--- src/rtl/lc3b_types.sv ---
// Shared LC-3b datapath types, field widths and the generic sign-extension helper.
package lc3b_types;

    localparam int unsigned WORD_W = 16;

    typedef logic [WORD_W-1:0] lc3b_word;
    typedef logic [2:0]        lc3b_reg;
    typedef logic [5:0]        lc3b_offset6;
    typedef logic [8:0]        lc3b_offset9;
    typedef logic [10:0]       lc3b_offset11;
    typedef logic [4:0]        lc3b_imm5;
    typedef logic [3:0]        lc3b_imm4;
    typedef logic [7:0]        lc3b_trapvect;

    typedef enum logic [3:0] {
        op_br   = 4'b0000,
        op_add  = 4'b0001,
        op_ldb  = 4'b0010,
        op_stb  = 4'b0011,
        op_jsr  = 4'b0100,
        op_and  = 4'b0101,
        op_ldr  = 4'b0110,
        op_str  = 4'b0111,
        op_rti  = 4'b1000,
        op_not  = 4'b1001,
        op_ldi  = 4'b1010,
        op_sti  = 4'b1011,
        op_jmp  = 4'b1100,
        op_shf  = 4'b1101,
        op_lea  = 4'b1110,
        op_trap = 4'b1111
    } lc3b_opcode;

    // Sign-extend the low n bits of raw into a full word (bit n-1 copied into [15:n]).
    function automatic lc3b_word sext(input lc3b_word raw, input int unsigned n);
        lc3b_word mask;
        mask = 16'hFFFF << n;
        return raw[4'(n - 1)] ? (raw | mask) : (raw & ~mask);
    endfunction

endpackage

--- src/rtl/ir_decode.sv ---
// Combinational field decode of the queue head; everything reads zero when the head is invalid.
module ir_decode
    import lc3b_types::*;
(
    input  lc3b_word     word,
    input  lc3b_word     pc_in,
    input  logic         valid,
    output lc3b_opcode   opcode,
    output lc3b_reg      dest,
    output lc3b_reg      src1,
    output lc3b_reg      src2,
    output lc3b_offset6  offset6,
    output lc3b_offset9  offset9,
    output lc3b_offset11 offset11,
    output lc3b_word     sext6,
    output lc3b_word     sext9,
    output lc3b_word     sext11,
    output lc3b_imm5     imm5,
    output lc3b_imm4     imm4,
    output lc3b_trapvect trapvect,
    output lc3b_word     sext5,
    output logic         imm_check,
    output logic         jsr_check,
    output logic         shf_a,
    output logic         shf_d,
    output lc3b_word     pc,
    output lc3b_word     pc_plus2
);

    lc3b_word w;
    lc3b_word p;

    // Gate the head word and PC so an empty queue presents all-zero fields.
    always_comb begin
        w = valid ? word  : '0;
        p = valid ? pc_in : '0;
    end

    // Slice the instruction fields and build the extended offsets.
    always_comb begin
        opcode    = lc3b_opcode'(w[15:12]);
        dest      = w[11:9];
        src1      = w[8:6];
        src2      = w[2:0];
        offset6   = w[5:0];
        offset9   = w[8:0];
        offset11  = w[10:0];
        imm5      = w[4:0];
        imm4      = w[3:0];
        trapvect  = w[7:0];
        imm_check = w[5];
        jsr_check = w[11];
        shf_a     = w[5];
        shf_d     = w[4];
        sext5     = sext(16'(w[4:0]), 5);
        sext6     = sext(16'(w[5:0]), 6);
        sext9     = sext(16'(w[8:0]), 9);
        sext11    = sext(16'(w[10:0]), 11);
        pc        = p;
        pc_plus2  = valid ? (p + 16'd2) : '0;
    end

endmodule

--- src/rtl/ir_queue.sv ---
// Instruction register queue: circular buffer of {word, fetch PC} with valid/ready on both sides.
module ir_queue
    import lc3b_types::*;
#(
    parameter int unsigned DEPTH = 4,
    parameter int unsigned WIDTH = 16
) (
    input  logic                     clk,
    input  logic                     reset,
    input  logic                     flush,
    input  logic                     in_valid,
    output logic                     in_ready,
    input  logic [WIDTH-1:0]         in,
    input  logic [WIDTH-1:0]         in_pc,
    output logic                     out_valid,
    input  logic                     out_ready,
    output logic [$clog2(DEPTH):0]   count,
    output lc3b_opcode               opcode,
    output logic [2:0]               dest,
    output logic [2:0]               src1,
    output logic [2:0]               src2,
    output logic [5:0]               offset6,
    output logic [8:0]               offset9,
    output logic [10:0]              offset11,
    output logic [15:0]              sext6,
    output logic [15:0]              sext9,
    output logic [15:0]              sext11,
    output logic [4:0]               imm5,
    output logic [3:0]               imm4,
    output logic [7:0]               trapvect,
    output logic [15:0]              sext5,
    output logic                     imm_check,
    output logic                     jsr_check,
    output logic                     shf_a,
    output logic                     shf_d,
    output logic [15:0]              pc,
    output logic [15:0]              pc_plus2
);

    localparam int unsigned PTR_W = $clog2(DEPTH);
    localparam int unsigned CNT_W = PTR_W + 1;

    logic [PTR_W-1:0] rd_ptr_q, rd_ptr_d;
    logic [PTR_W-1:0] wr_ptr_q, wr_ptr_d;
    logic [CNT_W-1:0] count_q,  count_d;
    logic [WIDTH-1:0] word_mem_q [DEPTH];
    logic [WIDTH-1:0] word_mem_d [DEPTH];
    logic [WIDTH-1:0] pc_mem_q   [DEPTH];
    logic [WIDTH-1:0] pc_mem_d   [DEPTH];

    logic push;
    logic pop;

    // Handshake: driven only by registered occupancy and flush, never by out_ready.
    always_comb begin
        in_ready  = (count_q != CNT_W'(DEPTH)) && !flush;
        out_valid = (count_q != '0);
        push      = in_valid && in_ready;
        pop       = out_valid && out_ready && !flush;
        count     = count_q;
    end

    // Next-state for pointers, occupancy and storage; flush discards everything.
    always_comb begin
        rd_ptr_d   = rd_ptr_q;
        wr_ptr_d   = wr_ptr_q;
        count_d    = count_q;
        word_mem_d = word_mem_q;
        pc_mem_d   = pc_mem_q;
        if (flush) begin
            rd_ptr_d = '0;
            wr_ptr_d = '0;
            count_d  = '0;
        end else begin
            if (push) begin
                word_mem_d[wr_ptr_q] = in;
                pc_mem_d[wr_ptr_q]   = in_pc;
                wr_ptr_d             = wr_ptr_q + PTR_W'(1);
            end
            if (pop) begin
                rd_ptr_d = rd_ptr_q + PTR_W'(1);
            end
            case ({push, pop})
                2'b10:   count_d = count_q + CNT_W'(1);
                2'b01:   count_d = count_q - CNT_W'(1);
                default: count_d = count_q;
            endcase
        end
    end

    // State registers; reset wipes pointers, occupancy and storage.
    always_ff @(posedge clk or posedge reset) begin
        if (reset) begin
            rd_ptr_q <= '0;
            wr_ptr_q <= '0;
            count_q  <= '0;
            for (int unsigned i = 0; i < DEPTH; i++) begin
                word_mem_q[i] <= '0;
                pc_mem_q[i]   <= '0;
            end
        end else begin
            rd_ptr_q   <= rd_ptr_d;
            wr_ptr_q   <= wr_ptr_d;
            count_q    <= count_d;
            word_mem_q <= word_mem_d;
            pc_mem_q   <= pc_mem_d;
        end
    end

    ir_decode u_decode (
        .word      (16'(word_mem_q[rd_ptr_q])),
        .pc_in     (16'(pc_mem_q[rd_ptr_q])),
        .valid     (out_valid),
        .opcode    (opcode),
        .dest      (dest),
        .src1      (src1),
        .src2      (src2),
        .offset6   (offset6),
        .offset9   (offset9),
        .offset11  (offset11),
        .sext6     (sext6),
        .sext9     (sext9),
        .sext11    (sext11),
        .imm5      (imm5),
        .imm4      (imm4),
        .trapvect  (trapvect),
        .sext5     (sext5),
        .imm_check (imm_check),
        .jsr_check (jsr_check),
        .shf_a     (shf_a),
        .shf_d     (shf_d),
        .pc        (pc),
        .pc_plus2  (pc_plus2)
    );

endmodule

--- config.mk ---
export PLATFORM = sky130hd
export DESIGN_NAME = ir_queue
export DESIGN_NICKNAME = d
export VERILOG_FILES = /design/src/rtl/lc3b_types.sv /design/src/rtl/ir_decode.sv /design/src/rtl/ir_queue.sv
export SDC_FILE = /design/constraint.sdc
export NUM_CORES = 1
export LEC_CHECK = 0
export CAP_MARGIN = 25
export CELL_PAD_IN_SITES_DETAIL_PLACEMENT = 2
export CELL_PAD_IN_SITES_GLOBAL_PLACEMENT = 2
export CORE_ASPECT_RATIO = 1.1
export CORE_MARGIN = 4
export CORE_UTILIZATION = 25
export DETAILED_ROUTE_END_ITERATION = 10
export GPL_ROUTABILITY_DRIVEN = 0
export HOLD_SLACK_MARGIN = 0.06
export PLACE_DENSITY = 0.73
export SLEW_MARGIN = 20
export SYNTH_ARGS = -nofsm -noshare
export SYNTH_HDL_FRONTEND = slang
export SYNTH_SLANG_ARGS = --single-unit
--- constraint.sdc ---
create_clock -name clk -period 10.9 [get_ports clk]
set_clock_uncertainty 0.05 [all_clocks]
set_input_delay 2.725 -clock clk [delete_from_list [all_inputs] [get_ports clk]]
set_output_delay 2.725 -clock clk [all_outputs]
set_load 0.05 [all_outputs]
# == Yosys cells after proc, flatten, opt, wreduce, memory -nomap -nowiden ==
# Index checks and enable logic that the tools add are counted.
# word_totals
in_bits,37
regBits,135
ram_bits,0
n_memories,0
latch_bits,0
mem_bits_ro,0
out_inout_bits,161
# op_classes
n_shift,0
mul,0
bitwise_logic,3
n_eq_ne,3
reduce_logical,11
order_cmp,3
n_div,0
mux,23
addsub,5
# ops
cell,count
16-bit 2-to-1 mux,12
64-bit bitwise mux,2
16-bit binary-select mux with 2-bit select,2
16-bit demux with 2-bit select,1
"16-bit by 2-bit adder with 16-bit output, second input constant",1
2-bit 2-to-1 mux,4
"3-bit greater-or-equal comparator, second input constant",2
2-bit inverter with 3-bit output,2
3-bit case mux with 2 select lines,1
3-bit nonzero test,2
1-bit logical AND,5
"2-bit by 1-bit adder with 2-bit output, second input constant",2
2-bit nonzero test,2
"3-bit by 1-bit adder with 3-bit output, second input constant",1
"3-bit by 1-bit < comparator with 1-bit output, second input constant",1
3-bit 2-to-1 mux,1
"3-bit != test, second input constant",1
"3-bit by 1-bit subtractor with 3-bit output, second input constant",1
"2-bit by 1-bit equality test with 1-bit output, second input constant",1
"2-bit equality test, second input constant",1
2-bit AND reduction,1
1-bit logical NOT,1
1-bit inverter,1

# == Logic depth before layout (Yosys ltp) ==
# Gate-level depths: netlist (run 1).
# depth
ltp_word,7
ltp_mapped,9

# == Hierarchy ==
# Synthesis (run 1) repeated with hierarchy kept, for this count alone.
# unflattened
cells_unflattened,561
hier_area_um2,7468.4
# modules_own_cells
mod,area_per_inst_um2,instances,cells_per_inst
ir_queue,6102.1,1,361
ir_decode,1366.3,1,200

# == Worst setup path after synthesis (run 1) ==
# Ideal clock, no wire load.
# synth_timing
kind,register to output
from,"register count_q[0], in the netlist count[0]"
to,output port pc_plus2[7]
t_arrival_ns,3.794
setup_slack_ns,4.331
path_stages_with_launch,9
path_buffers,1
path_cell_list,dfrtp_1 nor3_1 inv_1 clkbuf_1 and2_1 ha_1 nand3_1 or3_1 a21oi_1
# synth_via
elab_chain_cells,4
# synth_lines
element,line,text
start: declaration,ir_queue.sv:45,"logic [CNT_W-1:0] count_q, count_d;"
start signal: assignment,ir_queue.sv:104,count_q <= count_d;
3-bit nonzero test,ir_queue.sv:57,out_valid = (count_q != '0);
named net out_valid,ir_queue.sv:15,"output logic out_valid,"
16-bit 2-to-1 mux,ir_decode.sv:36,p = valid ? pc_in : '0;
named net pc[1],ir_queue.sv:36,"output logic [15:0] pc,"
16-bit by 2-bit adder with 16-bit output,ir_decode.sv:60,pc_plus2 = valid ? (p + 16'd2) : '0;
16-bit 2-to-1 mux,ir_decode.sv:60,
end: declaration,ir_queue.sv:37,output logic [15:0] pc_plus2
# The timed path passes the listed nets, and every way through them passes these cells.

# == Worst setup path after layout (run 1) ==
# layout_timing
from,input port flush
to,output port in_ready
# layout_via
elab_chain_cells,2
# layout_lines
element,line,text
start: declaration,ir_queue.sv:10,"input logic flush,"
1-bit logical NOT,ir_queue.sv:56,in_ready = (count_q != CNT_W'(DEPTH)) && !flush;
1-bit logical AND,ir_queue.sv:56,
end: declaration,ir_queue.sv:12,"output logic in_ready,"
# No other way between the ends.

==> results of run 1 <==
## placed cells by master, fill, tap and decap left out, types with 2 or more instances in the layout
cell	instances
clkdlybuf4s50_1	197
dfrtp_1	133
mux2_2	130
and2_1	35
mux4_2	27
nor2_1	20
clkbuf_16	17
xnor2_1	10
nand3_1	9
nand2_1	8
mux4_1	7
inv_1	6
buf_4	6
ha_1	5
clkinvlp_4	5
nand2_2	4
inv_6	4
bufinv_16	4
mux2_1	3
xor2_1	3
o31ai_1	2
mux2i_1	2
nor3_2	2
and3_1	2
a21oi_1	2
buf_16	2
dfrtp_2	2
## state kept, by name (all words and copies together), names as in the netlist
signal,flops
count,3
pc_mem_q,64
rd_ptr_q,2
word_mem_q,64
wr_ptr_q,2
## path summary, 6_finish.rpt
path                               from           end  slack, ps
setup / recovery                  flush      in_ready       3810
hold / removal             pc_mem_q[42]  pc_mem_q[42]        450
setup reg to reg               count[1]      count[2]       8320
hold reg to reg            pc_mem_q[42]  pc_mem_q[42]        450
max in group asynchronous         reset   rd_ptr_q[1]       6690
min in group asynchronous         reset  pc_mem_q[19]       2730
## critical path, cell delays in order
cell             delay [ps]
clkdlybuf4s50_1         570
a21oi_1                 200
clkdlybuf4s50_1         820
## area by class of cell
type                       count  area (um2)
fill                        2938       19240
sequential                   135        3381
multi-input combinational    281        3035
timing repair buffer         206        2092
tap                          368       460.4
clock buffer                  18       429.2
clock inverter                14       197.7
inverter                       7       31.28
antenna                        1       2.502
## logic make-up (layout without fill, tap and decap cells)
kind of cell               Yosys count  count (layout)  synth area share (%)
muxes                              169             169                 31.30
other                                0               1                     0
and+or+nand+nor                     87              87                 6.460
AOI/OAI and AO/OA                    6               6                0.5086
xor gates and xnor gates            13              13                 1.543
buffers and inverters              142             245                 13.29
adders and majority gates            6               6                 1.119
DFF                                135             135                 45.78
## metrics by stage
stage / setup WS (ps) / hold slack, ps / cells
2_1_floorplan: 4331 / 420.4 / 558
3_3_place_gp: 3798 / 429.3 / 994
3_5_place_dp: 3793 / 440.6 / 994
4_1_cts: 3779 / 454.9 / 1026
5_1_grt: 3603 / 462.5 / 1029
6_report: 3810 / 450.1 / 1030
## per-layer routing
layer  vias up  share of wire (%)  track usage [%]
met1      2367                 42            14.77
met4         2               0.92            2.994
met5         -              0.067                0
li1       2028                  -                -
met2        97                 54            22.00
met3        15                3.3            2.602
==> results.tsv, run 1 <==
metric	value	unit
worstPathMaxFanout	10	
via_count	4509	
die_x	171.8	um
min_path_type	reg2reg	
fin_tns_setup	0	ps
ys_top_cells_by_area	dfrtp_1, mux2_2, buf_4	
fmax	0.1410	GHz
hpwl	13.25	mm
yosysWarnings	0	
async_reset_ff_share	100.0	%
synth_edf_count	0	
fin_nets	691	
ys_ff_latch	135	
cts_tree	done	
timing.final.crit_share	65.04	%
dpl_cell_area	8925	um2
grt_pass1_wl	30.64	mm
yosys.cell_types.count	33	
path_clk_slew	60	ps
tightest_slew	983.9	ps
finalHoldViolCount	0	
cts.sinks	135	
synth.most_common_cell	dfrtp_1	
ys.flop_type	dfrtp_1	
fp.coreArea	28870	um2
num_io_pins	198	
vias_per_cell	4.378	
avgRoutedWirePerCell	18.73	um
syn_inst	558	
worstPathArrival	4310	ps
reg2regPathDepth	7	
syn_area	7380	um2
slew_headroom	34.18	%
synth_top_area_share	45.78	%
dieArea	32330	um2
endpoint_kind	primary output	
status	finished clean	
drt_iter0_drc	110	
grt_pass1_vias	5156	
clock_path_buffers	2	
drv_slew	0	
grt_usage	12.21	%
antenna_found_initial	1	
grt_overflow	0	
rsz0062_at_grt	false	
cp-start-kind	input port	
firstDrtPassIters	4	
synth_nets	601	
die_h	188.2	um
root_buffer	clkbuf_16	
wl	19.29	mm
postCtsResizedCells	0	
portBuffers	197	
synthTopCellsByCount	dfrtp_1, mux2_2, buf_4	
start_util	25.56	%
drv_cap	0	
ant_nets	0	
required	8120	ps
grt_max_degree	70	
cts_setup_buffers	0	
fin_util	33.35	%
cts-hold-fix-buffers	0	
syn_area_per_cell	13.23	um2
synthToLayoutAreaGrowth	30.48	%
hold_depth	1	
insertion_delay	420	ps
rows	65	
numCtsBuffers	17	
yosys.area.top_type	dfrtp_1	
post-route-min-period	7090	ps
yosysSeqAreaShare	45.78	%
path_class	in2out	
drc_errors	0	
h-tree-depth	4	
finalSetupViolCount	0	
drive_gt1_share	31.62	%
final_cell_area	9629	um2
Power of run 1 is not shown: default switching activity piles up to over one toggle a cycle in this logic, so the estimate is an artifact.
==> run 2: changes to the inputs <==
- PLACE_DENSITY: 0.73 -> 0.75
- clock period: 10.9 -> 6.01 ns (I/O delays scaled with it)
==> results.tsv, run 2 (synthesized netlist as in run 1, its figures left out) <==
metric	value	unit	change
wl	19.75	mm	+2.4%
drv_cap	0		unchanged
r2r_start	count[2]		
clock_path_buffers	2		unchanged
cp-start-kind	flip-flop		
worstPathArrival	3820	ps	-490 ps
slew_headroom	32.59	%	-1.6 points
startpoint	count[0]		
cts_setup_buffers	0		unchanged
n_fill_cell	2968		+1.0%
timing.final.crit_share	89.46	%	
rows	65		unchanged
via_count	4507		-0.044%
path_clk_slew	60	ps	about the same
fin_nets	691		unchanged
endpoint_kind	primary output		
hpwl	13.67	mm	+3.2%
dieArea	32330	um2	unchanged
mostFrequentLayoutCells	clkdlybuf4s50_1, dfrtp_1, mux2_2, and2_1, mux4_2		
die_x	171.8	um	unchanged
drive_gt1_share	31.56	%	-0.056 points
hold_depth	1		unchanged
rsz0062_at_grt	false		
tightest_slew	1008	ps	+23.72 ps
path_class	reg2out		
ant_nets	0		unchanged
min_path_type	reg2reg		
fp.coreArea	28870	um2	unchanged
r2r_slack	3530	ps	-4790 ps
cts_tree	done		
vias_per_cell	4.389		+0.25%
reg2regPathDepth	7		unchanged
start_util	25.56	%	unchanged
grt_pass1_vias	5111		-0.87%
rr_endpoint	count[2]		
worstPathMaxFanout	22		+12
antenna_found_initial	1		unchanged
avgRoutedWirePerCell	19.23	um	+2.7%
grt_overflow	0		unchanged
finalSetupViolCount	0		unchanged
grt_max_degree	107		+53%
firstDrtPassIters	6		+2
grt_pass1_wl	30.84	mm	+0.68%
die_h	188.2	um	unchanged
drv_slew	0		unchanged
layout_commonest_cell	clkdlybuf4s50_1		
finalHoldViolCount	0		unchanged
insertion_delay	410	ps	about the same
fmax	0.1860	GHz	
fin_tns_setup	0	ps	unchanged
root_buffer	clkbuf_16		
portBuffers	197		unchanged
diodes	0		-1
cts-hold-fix-buffers	0		unchanged
required	4460	ps	-3660 ps
min-delay-start	pc_mem_q[47]		
status	finished clean		
numCtsBuffers	17		unchanged
num_io_pins	198		unchanged
synthToLayoutAreaGrowth	29.82	%	
grt_usage	12.32	%	+0.11 points
drc_errors	0		unchanged
postCtsResizedCells	0		unchanged
post-route-min-period	5377	ps	
endpoint	pc_plus2[15]		
drt_iter0_drc	116		+5.5%
cts.sinks	135		unchanged
h-tree-depth	4		unchanged
==> run 2: layer usage <==
layer,GRT usage (%),vias to the layer above,part of all wire [%],wire length (um)
li1,-,2026,-,-
met1,14.56,2380,41,8033
met2,22.81,90,55,10910
met3,2.329,9,3.2,633
met4,2.994,2,0.83,164
met5,0,-,0.066,13
==> run 2: area by class of cell <==
type                            instances  area (um2)  share of cell area (%)
Sequential cell                       135        3381                   35.29
Clock buffer                           18       439.2                   4.584
Multi-Input combinational cell        281        3035                   31.68
Inverter                                7       33.78                  0.3526
Timing Repair Buffer                  206        2077                   21.68
Tap cell                              368       460.4                   4.806
Clock inverter                         12       153.9                   1.606
==> run 2: stage by stage <==
stage / instance area [um2] / hold WS (ps) / setup WS (ps) / std cells / utilization (%)
floorplan: 7380 / 420.4 / 663.4 / 558 / -
global placement: 8925 / 429.1 / 1123 / 994 / 30.91
detailed placement: 8925 / 435.7 / 1019 / 994 / 30.91
CTS: 9518 / 448.9 / 551.0 / 1024 / 32.97
global route: 9580 / 466.8 / 265.6 / 1027 / 33.18
finish: 9580 / 445.5 / 633.3 / 1027 / 33.18
==> run 2: critical path, stage by stage, from the launching register on <==
cell	delay, ps
dfrtp_1	490
nor3_2	60
buf_4	200
inv_1	480
and2_1	250
ha_1	190
nand3_1	220
nor3_2	340
nand3_1	140
mux2_1	320
clkdlybuf4s50_1	700
==> run 2: worst min-delay path by stage <==
stage / slack (ps) / end
global placement: 430 / pc_mem_q[45]
detailed placement: 440 / pc_mem_q[47]
finish: 450 / pc_mem_q[47]
floorplan: 420 / pc_mem_q[39]
global route: 470 / word_mem_q[22]
CTS: 450 / pc_mem_q[47]
Power of run 2 is left out for the same reason.
==> run 3: changes to the inputs <==
- CELL_PAD_IN_SITES_DETAIL_PLACEMENT: 2 -> 0
- CELL_PAD_IN_SITES_GLOBAL_PLACEMENT: 2 -> 1
- PLACE_DENSITY: 0.75 -> 0.66
==> results.tsv, run 3 (synthesized netlist as in run 1, its figures left out) <==
metric	value	unit	change
hold_depth	1		unchanged
mostFrequentLayoutCells	clkdlybuf4s50_1, dfrtp_1, mux2_2, and2_1, mux4_2		
fmax	0.1959	GHz	+5.3%
insertion_delay	420	ps	about the same
cts_setup_buffers	0		unchanged
clock_path_buffers	2		unchanged
post-route-min-period	5104	ps	-272.8 ps
cp_slowest_cell	clkdlybuf4s50_1		
critPathMostFrequentCell	nand3_1		
drc_errors	0		unchanged
grt_pass1_vias	4731		-7.4%
firstDrtPassIters	4		-2
critical_path.cell_chain	mux4_2 > and2_1 > ha_1 > nand3_1 > nor3_2 > nand3_1 > mux2_2 > clkdlybuf4s50_1		
finalHoldViolCount	0		unchanged
numCtsBuffers	17		unchanged
dieArea	32330	um2	unchanged
rows	65		unchanged
required	4460	ps	about the same
fin_tns_setup	0	ps	unchanged
worstPathMaxFanout	14		-36%
vias_per_cell	4.301		-2.0%
worstPathArrival	3550	ps	-270 ps
cts_tree	done		
fin_nets	694		+0.43%
cts-hold-fix-buffers	0		unchanged
root_buffer	clkbuf_16		
fp.coreArea	28870	um2	unchanged
cp-start-kind	flip-flop		
drv_slew	0		unchanged
postCtsResizedCells	0		unchanged
grt_overflow	0		unchanged
multi_input_area	3035	um2	unchanged
grt_usage	11.22	%	-1.1 points
path_class	reg2out		
diodes	0		unchanged
cpPeakStageDelay	710	ps	about the same
timing.final.crit_share	84.92	%	-4.5 points
wl	17.86	mm	-9.6%
tightest_slew	986.3	ps	-21.28 ps
grt_pass1_wl	27.92	mm	-9.5%
reg2regPathDepth	7		unchanged
slew_headroom	34.01	%	+1.4 points
grt_max_degree	103		-3.7%
seq_area	3381	um2	unchanged
h-tree-depth	4		unchanged
antenna_found_initial	1		unchanged
die_h	188.2	um	unchanged
ant_nets	0		unchanged
cts.sinks	135		unchanged
path_clk_slew	60	ps	about the same
n_fill_cell	2814		-5.2%
layout_commonest_cell	clkdlybuf4s50_1		
finalSetupViolCount	0		unchanged
die_x	171.8	um	unchanged
rsz0062_at_grt	false		
num_io_pins	198		unchanged
status	finished clean		
portBuffers	197		unchanged
drive_gt1_share	32.08	%	+0.52 points
synthToLayoutAreaGrowth	30.32	%	
via_count	4439		-1.5%
hpwl	12.25	mm	-10%
start_util	25.56	%	unchanged
endpoint_kind	primary output		
drt_iter0_drc	124		+6.9%
min_path_type	reg2reg		
avgRoutedWirePerCell	17.31	um	-10%
drv_cap	0		unchanged
run 3: worst max-delay path: cells and delay by family, from the launching register on:
kind | cells | cell delay, ps
simple gates | 4 | 610
buf+inv | 1 | 710
flops | 1 | 660
fa+ha+maj | 1 | 220
mux | 2 | 920
run 3: metal layers:
| metal | routed length [um] | vias up | GRT usage [%] |
|---|---|---|---|
| li1 | - | 2039 | - |
| met1 | 7729 | 2294 | 14.25 |
| met2 | 9333 | 88 | 19.31 |
| met3 | 565 | 16 | 2.308 |
| met4 | 216 | 2 | 3.175 |
| met5 | 13 | - | 0 |
run 3: through the flow:
step           setup slack (ps)  cells  hold slack (ps)  cell area [um2]  util (%)
3_5_place_dp               1321    998            435.9             8967     31.06
4_1_cts                   863.5   1030            453.1             9562     33.12
3_3_place_gp               1340    997            429.2             8947     30.99
5_1_grt                   714.9   1032            462.9             9617     33.31
6_report                  906.1   1032            448.6             9617     33.31
2_1_floorplan             663.4    558            420.4             7380         -
run 3: worst paths after layout:
check                        startpoint  slack, ps             end
max in group asynchronous         reset       3760  word_mem_q[28]
min in group asynchronous         reset       1400        count[0]
setup / recovery            rd_ptr_q[0]        910    pc_plus2[13]
hold / removal             pc_mem_q[47]        450    pc_mem_q[47]
hold reg to reg            pc_mem_q[47]        450    pc_mem_q[47]
setup reg to reg               count[2]       3530        count[2]
run 3: area by class of cell:
class                   instances  share of cell area (%)
well taps                     368                   4.788
clock buffers                  17                   4.424
clock inverters                15                   1.756
inverters                       7                  0.3253
repair buffers                209                   21.99
flip-flops and latches        135                   35.15
multi-input cells             281                   31.56
Power of run 3 is left out for the same reason.
